<file path="src/rtl/gbuff_stream_reader.sv">
// gbuff_stream_reader
//   Reads a strided sequence of words from the global buffer and presents
//   them as a valid/ready stream through a 2-entry FIFO.
// Ports
//   clk, rst_n             clock, asynchronous active-low reset
//   start                  launch a transfer (honoured in IDLE only)
//   base_addr/stride/count transfer parameters, sampled with start
//   busy, done             status; done is a one-cycle pulse
//   gb_wr_en               buffer write enable, always 0
//   gb_index, gb_rd        buffer read request (index is registered)
//   gb_data_out            buffer read data, valid the cycle after gb_rd
//   m_valid/m_ready/m_data output stream, m_data is the FIFO head
module gbuff_stream_reader #(
  parameter int DATA_W = 32,
  parameter int ADDR_W = 8
) (
  input  logic              clk,
  input  logic              rst_n,
  input  logic              start,
  input  logic [ADDR_W-1:0] base_addr,
  input  logic [ADDR_W-1:0] stride,
  input  logic [ADDR_W:0]   count,
  output logic              busy,
  output logic              done,
  output logic              gb_wr_en,
  output logic [ADDR_W-1:0] gb_index,
  output logic              gb_rd,
  input  logic [DATA_W-1:0] gb_data_out,
  output logic              m_valid,
  input  logic              m_ready,
  output logic [DATA_W-1:0] m_data
);

  typedef enum logic [1:0] {S_IDLE, S_READ, S_DRAIN, S_DONE} state_e;

  state_e            state_q, state_d;
  logic [ADDR_W:0]   count_q, count_d;
  logic [ADDR_W-1:0] stride_q, stride_d;
  logic [ADDR_W:0]   issued_q, issued_d;
  logic [ADDR_W-1:0] idx_q, idx_d;
  logic              infl_q, infl_d;

  logic [DATA_W-1:0] fifo_q [2];
  logic              wr_ptr_q, rd_ptr_q;
  logic [1:0]        occ_q;

  logic pop, push, credit, issue;

  assign pop  = (occ_q != 2'd0) & m_ready;
  assign push = infl_q;
  // The request is decided and presented in the same cycle, so only the
  // previous cycle's request is still in flight; counting it with the
  // current pop keeps the FIFO from overflowing while allowing 1 word/cycle.
  assign credit = ({1'b0, occ_q} + {2'b00, infl_q}) < (3'd2 + {2'b00, pop});
  assign issue  = (state_q == S_READ) & credit;

  always_comb begin
    state_d  = state_q;
    count_d  = count_q;
    stride_d = stride_q;
    issued_d = issued_q;
    idx_d    = idx_q;
    infl_d   = issue;
    case (state_q)
      S_IDLE: begin
        if (start) begin
          count_d  = count;
          stride_d = stride;
          issued_d = '0;
          if (count != '0) begin
            idx_d   = base_addr;
            state_d = S_READ;
          end else begin
            state_d = S_DONE;
          end
        end
      end
      S_READ: begin
        if (issue) begin
          issued_d = issued_q + 1'b1;
          // Index advances only while more requests remain, so it holds the
          // last issued address afterwards.
          if (issued_q + 1'b1 == count_q) state_d = S_DRAIN;
          else                            idx_d   = idx_q + stride_q;
        end
      end
      S_DRAIN: begin
        if ((occ_q == 2'd0) && !infl_q) state_d = S_DONE;
      end
      S_DONE: state_d = S_IDLE;
      default: state_d = S_IDLE;
    endcase
  end

  always_ff @(posedge clk or negedge rst_n) begin
    if (!rst_n) begin
      state_q  <= S_IDLE;
      count_q  <= '0;
      stride_q <= '0;
      issued_q <= '0;
      idx_q    <= '0;
      infl_q   <= 1'b0;
    end else begin
      state_q  <= state_d;
      count_q  <= count_d;
      stride_q <= stride_d;
      issued_q <= issued_d;
      idx_q    <= idx_d;
      infl_q   <= infl_d;
    end
  end

  always_ff @(posedge clk or negedge rst_n) begin
    if (!rst_n) begin
      fifo_q[0] <= '0;
      fifo_q[1] <= '0;
      wr_ptr_q  <= 1'b0;
      rd_ptr_q  <= 1'b0;
      occ_q     <= 2'd0;
    end else begin
      if (push) begin
        fifo_q[wr_ptr_q] <= gb_data_out;
        wr_ptr_q         <= ~wr_ptr_q;
      end
      if (pop) rd_ptr_q <= ~rd_ptr_q;
      occ_q <= occ_q + {1'b0, push} - {1'b0, pop};
    end
  end

  assign busy     = (state_q != S_IDLE);
  assign done     = (state_q == S_DONE);
  assign gb_wr_en = 1'b0;
  assign gb_rd    = issue;
  assign gb_index = idx_q;
  assign m_valid  = (occ_q != 2'd0);
  assign m_data   = fifo_q[rd_ptr_q];

endmodule

</file>
<file path="config.mk">
export PLATFORM = sky130hd
export DESIGN_NAME = gbuff_stream_reader
export DESIGN_NICKNAME = d
export VERILOG_FILES = /design/src/rtl/gbuff_stream_reader.sv
export SDC_FILE = /design/constraint.sdc
export NUM_CORES = 1
export LEC_CHECK = 0
export CORE_ASPECT_RATIO = 1.75
export CORE_MARGIN = 2
export CORE_UTILIZATION = 52
export DETAILED_ROUTE_END_ITERATION = 10
export GPL_TIMING_DRIVEN = 0
export PLACE_DENSITY = 0.89
export SYNTH_ARGS = -nofsm -noshare
export SYNTH_HDL_FRONTEND = slang
export SYNTH_SLANG_ARGS = --single-unit
</file>
<file path="constraint.sdc">
create_clock -name clk -period 3 [get_ports clk]
set_input_delay 0.6 -clock clk [delete_from_list [all_inputs] [get_ports clk]]
set_output_delay 0.6 -clock clk [all_outputs]
set_load 0.01 [all_outputs]
</file>
==> out/qor_table.md, run 1 <==
| Metric | Value |
|:---|:---|
| Total Power | 7960 uW |
| Setup-violating endpoint count in the final report | 0 |
| Footprint of the multi-input gates | 0.00261 mm2 |
| Worst-case reg-to-reg path depth | 12 |
| Portion of synthesized cell area occupied by the leading cell type | 0.488 |
| Total cell area at the placement stage | 0.00660 mm2 |
| Worst Clk Skew | 0.00974 ns |
| Total routed wirelength | 11.9 mm |
| Data arrival, critical path | 3.00 ns |
| Outcome | complete, no violations |
| Number of buffers inserted for hold repair after clock tree synthesis | 0 |
| Via count of the first global-routing pass | 4212 |
| Capture point of the critical path | gb_index[5]$_DFFE_PN0P_ |
| Fin area | 0.00698 mm2 |
| Proportion of synthesized area in mux cells | 0.250 |
| Relative contribution of combinational cells to total power | 0.529 |
| Post-synthesis net count | 521 |
| Setup Crit Path Kind | reg2reg |
| Post-Syn Area | 0.00538 mm2 |
| H-tree Lvls | 3 |
| Longest individual stage delay on the worst path | 0.44 ns |
| Unrepaired setup endpoints after global routing | no |
| Global Route Usage Sum | 0.217 |
| Relative slew margins | 0.534 |
| Power dissipated by switching net loads | 2800 uW |
| Cell Rows | 49 |
| Adder-Cell Fraction of Synth Area | 0.0433 |
| Max Slew Vio Count | 0 |
| Worst-margin pin slew | 0.699 ns |
| Area grow syn2layout | 29.8% |
| DR WL/cell | 17.2 um |
| Cell type of the slowest stage on the worst timing path | sky130_fd_sc_hd__dfrtp_2 |
| Placement Setup Slack | -0.208 ns |
| Leading register cell type out of synthesis | sky130_fd_sc_hd__dfrtp_1 |
| Core area | 0.0102 mm2 |
| Remaining routing DRC violations | 0 |
| Critical path capture point type | flip-flop |
| Distinct cells, synth | 51 |
| Final hold vios | 0 |
| Reg2Reg Setup Slack | 0.22 ns |
| Most common cell after layout, fill and taps aside | sky130_fd_sc_hd__mux2_2 |
| Biggest area contributors in the synthesized netlist | sky130_fd_sc_hd__dfrtp_1 49%, sky130_fd_sc_hd__mux2_2 24%, sky130_fd_sc_hd__ha_1 4.0%, sky130_fd_sc_hd__xnor2_1 1.8%, sky130_fd_sc_hd__o21ai_0 1.7% |
| Remaining global-route overflow | 0 |
| Final critical-path required period | 2.78 ns |
| Number of antenna violations at the first check in global routing | 0 |
| Number of CTS-inserted buffers | 9 |
| Nets | 640 |
| LEAKAGE | 0.00290 uW |
| CP Launch Point | infl_q$_DFF_PN0_ |
| Number of DRC markers in iteration 0 | 123 |
| Category of cells accounting for the largest share of critical-path delay | compound AO/OA/AOI/OAI gates |
| Worst min-delay path class | in2async |
| Count of port buffers added during placement | 104 |
| Post-DP HPWL | 8.80 mm |
| WP depth | 12 |
| Seq cells post-synth | 105 |
| Worst skew pair latency | 0.34 ns |
| Highest net fanout along the worst path | 10 |
| Cell Pwr Density | 1140 mW/mm2 |
| Synthesized-area fraction occupied by ao, oa, aoi and oai cells | 0.0765 |
| Part of the total power dissipated in the clock network | 0.153 |
| Setup slack after layout | 0.219 ns |
| Max Fclk | 360 MHz |
| Xor/xnor share of the synthesized area | 0.0277 |
| Synth Area per Inst | 12.2 um2 |
| N_diodes | 0 |
| Starting Density | 0.529 |
| Count of antenna-violating nets left after detailed routing | 0 |
| Async set or reset register ratio after synthesis | 1.00 |
| Area share of and/or/nand/nor cells after synthesis | 0.0816 |
| Cell type with the highest occurrence count on the critical path | sky130_fd_sc_hd__buf_4 |
| Maximum VDD drop | 0.812 mV |
| Area used by sequential logic in the layout | 0.00263 mm2 |
| Fillers | 742 |
| CP startpoint kind | flip-flop |
| Die W | 80.9 um |
| Worst reg2reg endpoint | gb_index[5]$_DFFE_PN0P_ |
| CTS tree | done |
| Clock Tree Buf Depth | 2 |
| Number of enable-type register cells in the synthesized netlist | 0 |
| Final hold slack | 0.193 ns |
| Share of total power consumed by net switching | 0.351 |
| Vias per cell | 5.69 |
| Combinational family with the most area after synthesis | multiplexers |
| Tcrit/Tclk final | 0.927 |
| Clock-pin slew reported for the worst setup and hold paths after clock tree synthesis | 0.07 ns |
| Cell count after synthesis | 442 |
| Worst reg2reg startpoint | infl_q$_DFF_PN0_ |
| Vert. Die Dim | 139 um |
| I/O pin cnt | 106 |
| Global-route wire length before repair | 19.1 mm |
| Number of sinks driven by the clock tree | 105 |
| Sum of negative setup slack | 0 ns |
| Number of warnings issued by yosys | 0 |
| Pint | 5160 uW |
| Total via count in the routed design | 3946 |
| Clock root buffer master | sky130_fd_sc_hd__clkbuf_16 |
| Layout cells sized above 1 | 0.279 |
| Weighted congestion reported at the end of routability-driven placement | 0.847 |
| Share of synthesized area occupied by flip-flops and latches | 0.488 |
| Most frequent cells in the layout | 114 x sky130_fd_sc_hd__mux2_2, 104 x sky130_fd_sc_hd__dfrtp_1, 102 x sky130_fd_sc_hd__clkdlybuf4s50_1 |
| Sequential group share of total power | 0.318 |
| Die footprint | 0.0112 mm2 |
| Cell type contributing the most total cell area after synthesis | sky130_fd_sc_hd__dfrtp_1 |
| Buffers and inverters on the worst path | 4 |
| Crit path required time | 3.22 ns |
| Maximum number of pins on one net before global-route repair | 75 |
| Max-cap violations | 0 |
| TritonRoute pass-1 iters | 4 |
| Crit-path cells | ha_1, ha_1, o21ai_1, buf_4, buf_4, buf_4, nand2b_1, a211oi_2, buf_2, nand2_1, mux2i_1, a21oi_1 |
[power by group through the flow]
stage,logic (uW),clock network (uW),registers (uW)
after detailed placement,4070,0,2550
final,4210,1220,2530
after global routing,4560,1320,2620
after CTS,4180,1250,2530
after global placement,3920,0,2480
after floorplan,2630,0,2440
[sequential cells by signal, summed over array words and instances, names as in the netlist]
name / cells
count_q: 9
state_q: 2
wr_ptr_q: 1
infl_q: 1
fifo_q: 64
occ_q: 2
stride_q: 8
rd_ptr_q: 1
gb_index: 8
issued_q: 9
[cell type report]
cell class,count,share of cell area
Inverter,12,0.00645
Tap cell,127,0.0228
Multi-Input combinational cell,302,0.373
Sequential cell,105,0.376
Clock inverter,5,0.00878
Clock buffer,11,0.0362
Timing Repair Buffer,109,0.157
Buffer,22,0.0192
[kinds of logic after synthesis]
kind of cell / after synthesis
compound gates: 66
xor+xnor: 17
fa+ha+maj: 18
buf+inv: 35
flops: 105
mux: 120
other cells: 1
simple gates: 80
[through the flow]
stage | utilization | instances
floorplan | - | 442
detailed placement | 0.649 | 674
global placement | 0.646 | 673
CTS | 0.684 | 692
finish | 0.686 | 693
global route | 0.686 | 693
[synthesized netlist by cell type, types with 3 or more instances]
cell type                  instances
sky130_fd_sc_hd__o21ai_0          18
sky130_fd_sc_hd__nor3_1            4
sky130_fd_sc_hd__o22ai_1           6
sky130_fd_sc_hd__xnor2_1          11
sky130_fd_sc_hd__nand3_1          11
sky130_fd_sc_hd__clkbuf_1         10
sky130_fd_sc_hd__nand3b_1          4
sky130_fd_sc_hd__buf_4             4
sky130_fd_sc_hd__nand2_1          15
sky130_fd_sc_hd__nor2_1           17
sky130_fd_sc_hd__ha_1             17
sky130_fd_sc_hd__a31oi_1           4
sky130_fd_sc_hd__inv_1            12
sky130_fd_sc_hd__nand2b_1          3
sky130_fd_sc_hd__o41ai_1           3
sky130_fd_sc_hd__nor2b_1           4
sky130_fd_sc_hd__dfrtp_1         105
sky130_fd_sc_hd__o211ai_1          3
sky130_fd_sc_hd__a21oi_1          15
sky130_fd_sc_hd__mux2_2          114
sky130_fd_sc_hd__buf_1             6
sky130_fd_sc_hd__o31ai_1           4
sky130_fd_sc_hd__xor2_1            6
sky130_fd_sc_hd__mux2i_1           6
sky130_fd_sc_hd__or3_1             4
[layer usage]
metal,GRT usage,part of all wire,vias to the layer above
li1,-,-,1825
met4,0.102,0.031,0
met1,0.230,0.37,1959
met2,0.395,0.55,132
met3,0.0456,0.045,30
met5,0,0,-
[how the worst min path moves through the flow]
stage | startpoint | to | slack (ns) | cells past startpoint
2_1_floorplan | rst_n | count_q[0]$_DFFE_PN0P_ | 0.30 | 0
3_3_place_gp | wr_ptr_q$_DFFE_PN0P_ | wr_ptr_q$_DFFE_PN0P_ | 0.48 | 1
3_5_place_dp | wr_ptr_q$_DFFE_PN0P_ | wr_ptr_q$_DFFE_PN0P_ | 0.48 | 1
4_1_cts | rst_n | fifo_q[36]$_DFFE_PN0P_ | 0.20 | 1
5_1_grt | rst_n | fifo_q[36]$_DFFE_PN0P_ | 0.22 | 1
6_report | rst_n | count_q[7]$_DFFE_PN0P_ | 0.19 | 1
[repair_timing]
action                     4_1_cts  5_1_grt
pin swaps                        1        0
setup endpoints to repair        1       26
resized for setup               10       10
setup buffers                    3        1
Note: power is estimated with default switching activity, not from simulation.
==> inputs of run 2 (changes only) <==
CORE_MARGIN = not set   (was 2)
PLACE_DENSITY = 0.8   (was 0.89)
==> out/qor_table.md, run 2 (synthesis gave the netlist of run 1 again) <==
| Metric | Value |
|:---|:---|
| Outcome | complete, no violations |
| Cell type of the slowest stage on the worst timing path | sky130_fd_sc_hd__clkdlybuf4s50_1 |
| Number of CTS-inserted buffers | 9 |
| Core area | 0.00997 mm2 |
| Longest individual stage delay on the worst path | 0.49 ns |
| Highest net fanout along the worst path | 10 |
| Final hold slack | 0.268 ns |
| Remaining routing DRC violations | 0 |
| Final hold vios | 0 |
| Buffers and inverters on the worst path | 3 |
| Remaining global-route overflow | 0 |
| Crit path required time | 2.40 ns |
| Area grow syn2layout | 29.0% |
| Maximum VDD drop | 0.618 mV |
| Maximum number of pins on one net before global-route repair | 60 |
| Count of antenna-violating nets left after detailed routing | 0 |
| Die W | 78.9 um |
| Max-cap violations | 0 |
| Tcrit/Tclk final | 0.919 |
| Setup Crit Path Kind | reg2out |
| Category of cells accounting for the largest share of critical-path delay | buffers and inverters |
| Sum of negative setup slack | 0 ns |
| Global Route Usage Sum | 0.231 |
| Number of sinks driven by the clock tree | 105 |
| Unrepaired setup endpoints after global routing | no |
| Clock-pin slew reported for the worst setup and hold paths after clock tree synthesis | 0.07 ns |
| Data arrival, critical path | 2.16 ns |
| Placement Setup Slack | -0.232 ns |
| N_diodes | 0 |
| Setup slack after layout | 0.242 ns |
| Vias per cell | 5.60 |
| Nets | 637 |
| Max Slew Vio Count | 0 |
| Worst Clk Skew | 0.00954 ns |
| Starting Density | 0.540 |
| Total routed wirelength | 12.0 mm |
| Global-route wire length before repair | 19.2 mm |
| Registers with the highest flip-flop counts | fifo_q x64, count_q x9, issued_q x9 |
| Clock root buffer master | sky130_fd_sc_hd__clkbuf_16 |
| Clock Tree Buf Depth | 2 |
| Most common cell after layout, fill and taps aside | sky130_fd_sc_hd__mux2_2 |
| Crit-path cells | clkbuf_1, clkbuf_2, mux2_2, clkdlybuf4s50_1 |
| Count of port buffers added during placement | 104 |
| Die footprint | 0.0108 mm2 |
| Post-DP HPWL | 8.95 mm |
| Final critical-path required period | 2.76 ns |
| Max Fclk | 363 MHz |
| Via count of the first global-routing pass | 4082 |
| Worst min-delay path class | in2async |
| H-tree Lvls | 3 |
| LEAKAGE | 0.00288 uW |
| Cell Pwr Density | 1130 mW/mm2 |
| Relative slew margins | 0.543 |
| Layout cells sized above 1 | 0.268 |
| Critical path capture point type | output port |
| Number of DRC markers in iteration 0 | 138 |
| Weighted congestion reported at the end of routability-driven placement | 0.832 |
| Cell Rows | 48 |
| Vert. Die Dim | 137 um |
| Total via count in the routed design | 3855 |
| Most flops, register | fifo_q |
| Worst-margin pin slew | 0.681 ns |
| Final Core Density | 0.696 |
| Number of antenna violations at the first check in global routing | 0 |
| I/O pin cnt | 106 |
| Number of flip-flops in the largest register | 64 |
| CTS tree | done |
| Total Power | 7860 uW |
| Most frequent cells in the layout | 114 x sky130_fd_sc_hd__mux2_2, 105 x sky130_fd_sc_hd__dfrtp_1, 102 x sky130_fd_sc_hd__clkdlybuf4s50_1 |
| CP startpoint kind | flip-flop |
| Worst skew pair latency | 0.34 ns |
| DR WL/cell | 17.4 um |
| TritonRoute pass-1 iters | 6 |
| Setup-violating endpoint count in the final report | 0 |
==> run 2: path summary, 6_finish.rpt <==
path	slack, ns	end	startpoint	cells after the start
max in group asynchronous	2.01	fifo_q[60]$_DFFE_PN0P_	rst_n	2
worst min-delay path	0.27	fifo_q[7]$_DFFE_PN0P_	rst_n	1
min in group clk	0.50	wr_ptr_q$_DFFE_PN0P_	wr_ptr_q$_DFFE_PN0P_	1
worst min register to register	0.50	wr_ptr_q$_DFFE_PN0P_	wr_ptr_q$_DFFE_PN0P_	1
worst max-delay path	0.24	m_data[29]	rd_ptr_q$_DFFE_PN0P_	4
worst max register to register	0.31	gb_index[2]$_DFFE_PN0P_	infl_q$_DFF_PN0_	9
==> run 2: per-layer routing <==
metal,vias up,global-route usage,part of all wire
li1,1832,-,-
met5,-,0,0
met3,22,0.0373,0.039
met4,0,0.0828,0.020
met2,109,0.437,0.55
met1,1892,0.255,0.39
==> run 2: stage by stage <==
step	area, um2	std cells
6_report	6940	688
5_1_grt	6940	688
4_1_cts	6930	687
3_5_place_dp	6600	672
3_3_place_gp	6580	671
2_1_floorplan	5380	442
==> run 2: worst register-to-register path, delay by kind of cell (launching register included) <==
kind,cells,cell delay [ns]
adders and majority gates,2,0.50
muxes,1,0.13
AOI/OAI and AO/OA,4,0.95
buffers and inverters,1,0.35
and+or+nand+nor,1,0.19
DFF,1,0.45
==> run 2: report_power, final <==
group / switching, uW / total [uW] / internal, uW / leakage, uW
clock network: 535 / 1190 / 660 / 0.000145
registers: 433 / 2530 / 2100 / 0.00125
logic: 1820 / 4130 / 2320 / 0.00148
total: 2790 / 7860 / 5080 / 0.00288
==> run 2: cell type report <==
cell class / count / area [um2]
Fill cell: 767 / 3030
Sequential cell: 105 / 2630
Multi-Input combinational cell: 302 / 2600
Timing Repair Buffer: 106 / 1080
Clock buffer: 10 / 229
Tap cell: 125 / 156
Buffer: 22 / 131
Clock inverter: 6 / 75.1
Inverter: 12 / 45.0
==> run 2: timing repair <==
item	4_1_cts	5_1_grt
gates cloned	0	0
resized for setup	8	8
hold buffers	0	0
setup endpoints to repair	1	26
pin swaps	0	1
setup buffers	0	1
==> inputs of run 3 (changes only) <==
CTS_CLUSTER_DIAMETER = 80   (was not set)
==> results of run 3 <==
Same layout as run 2: the final DEF is identical, and so are final timing and power.
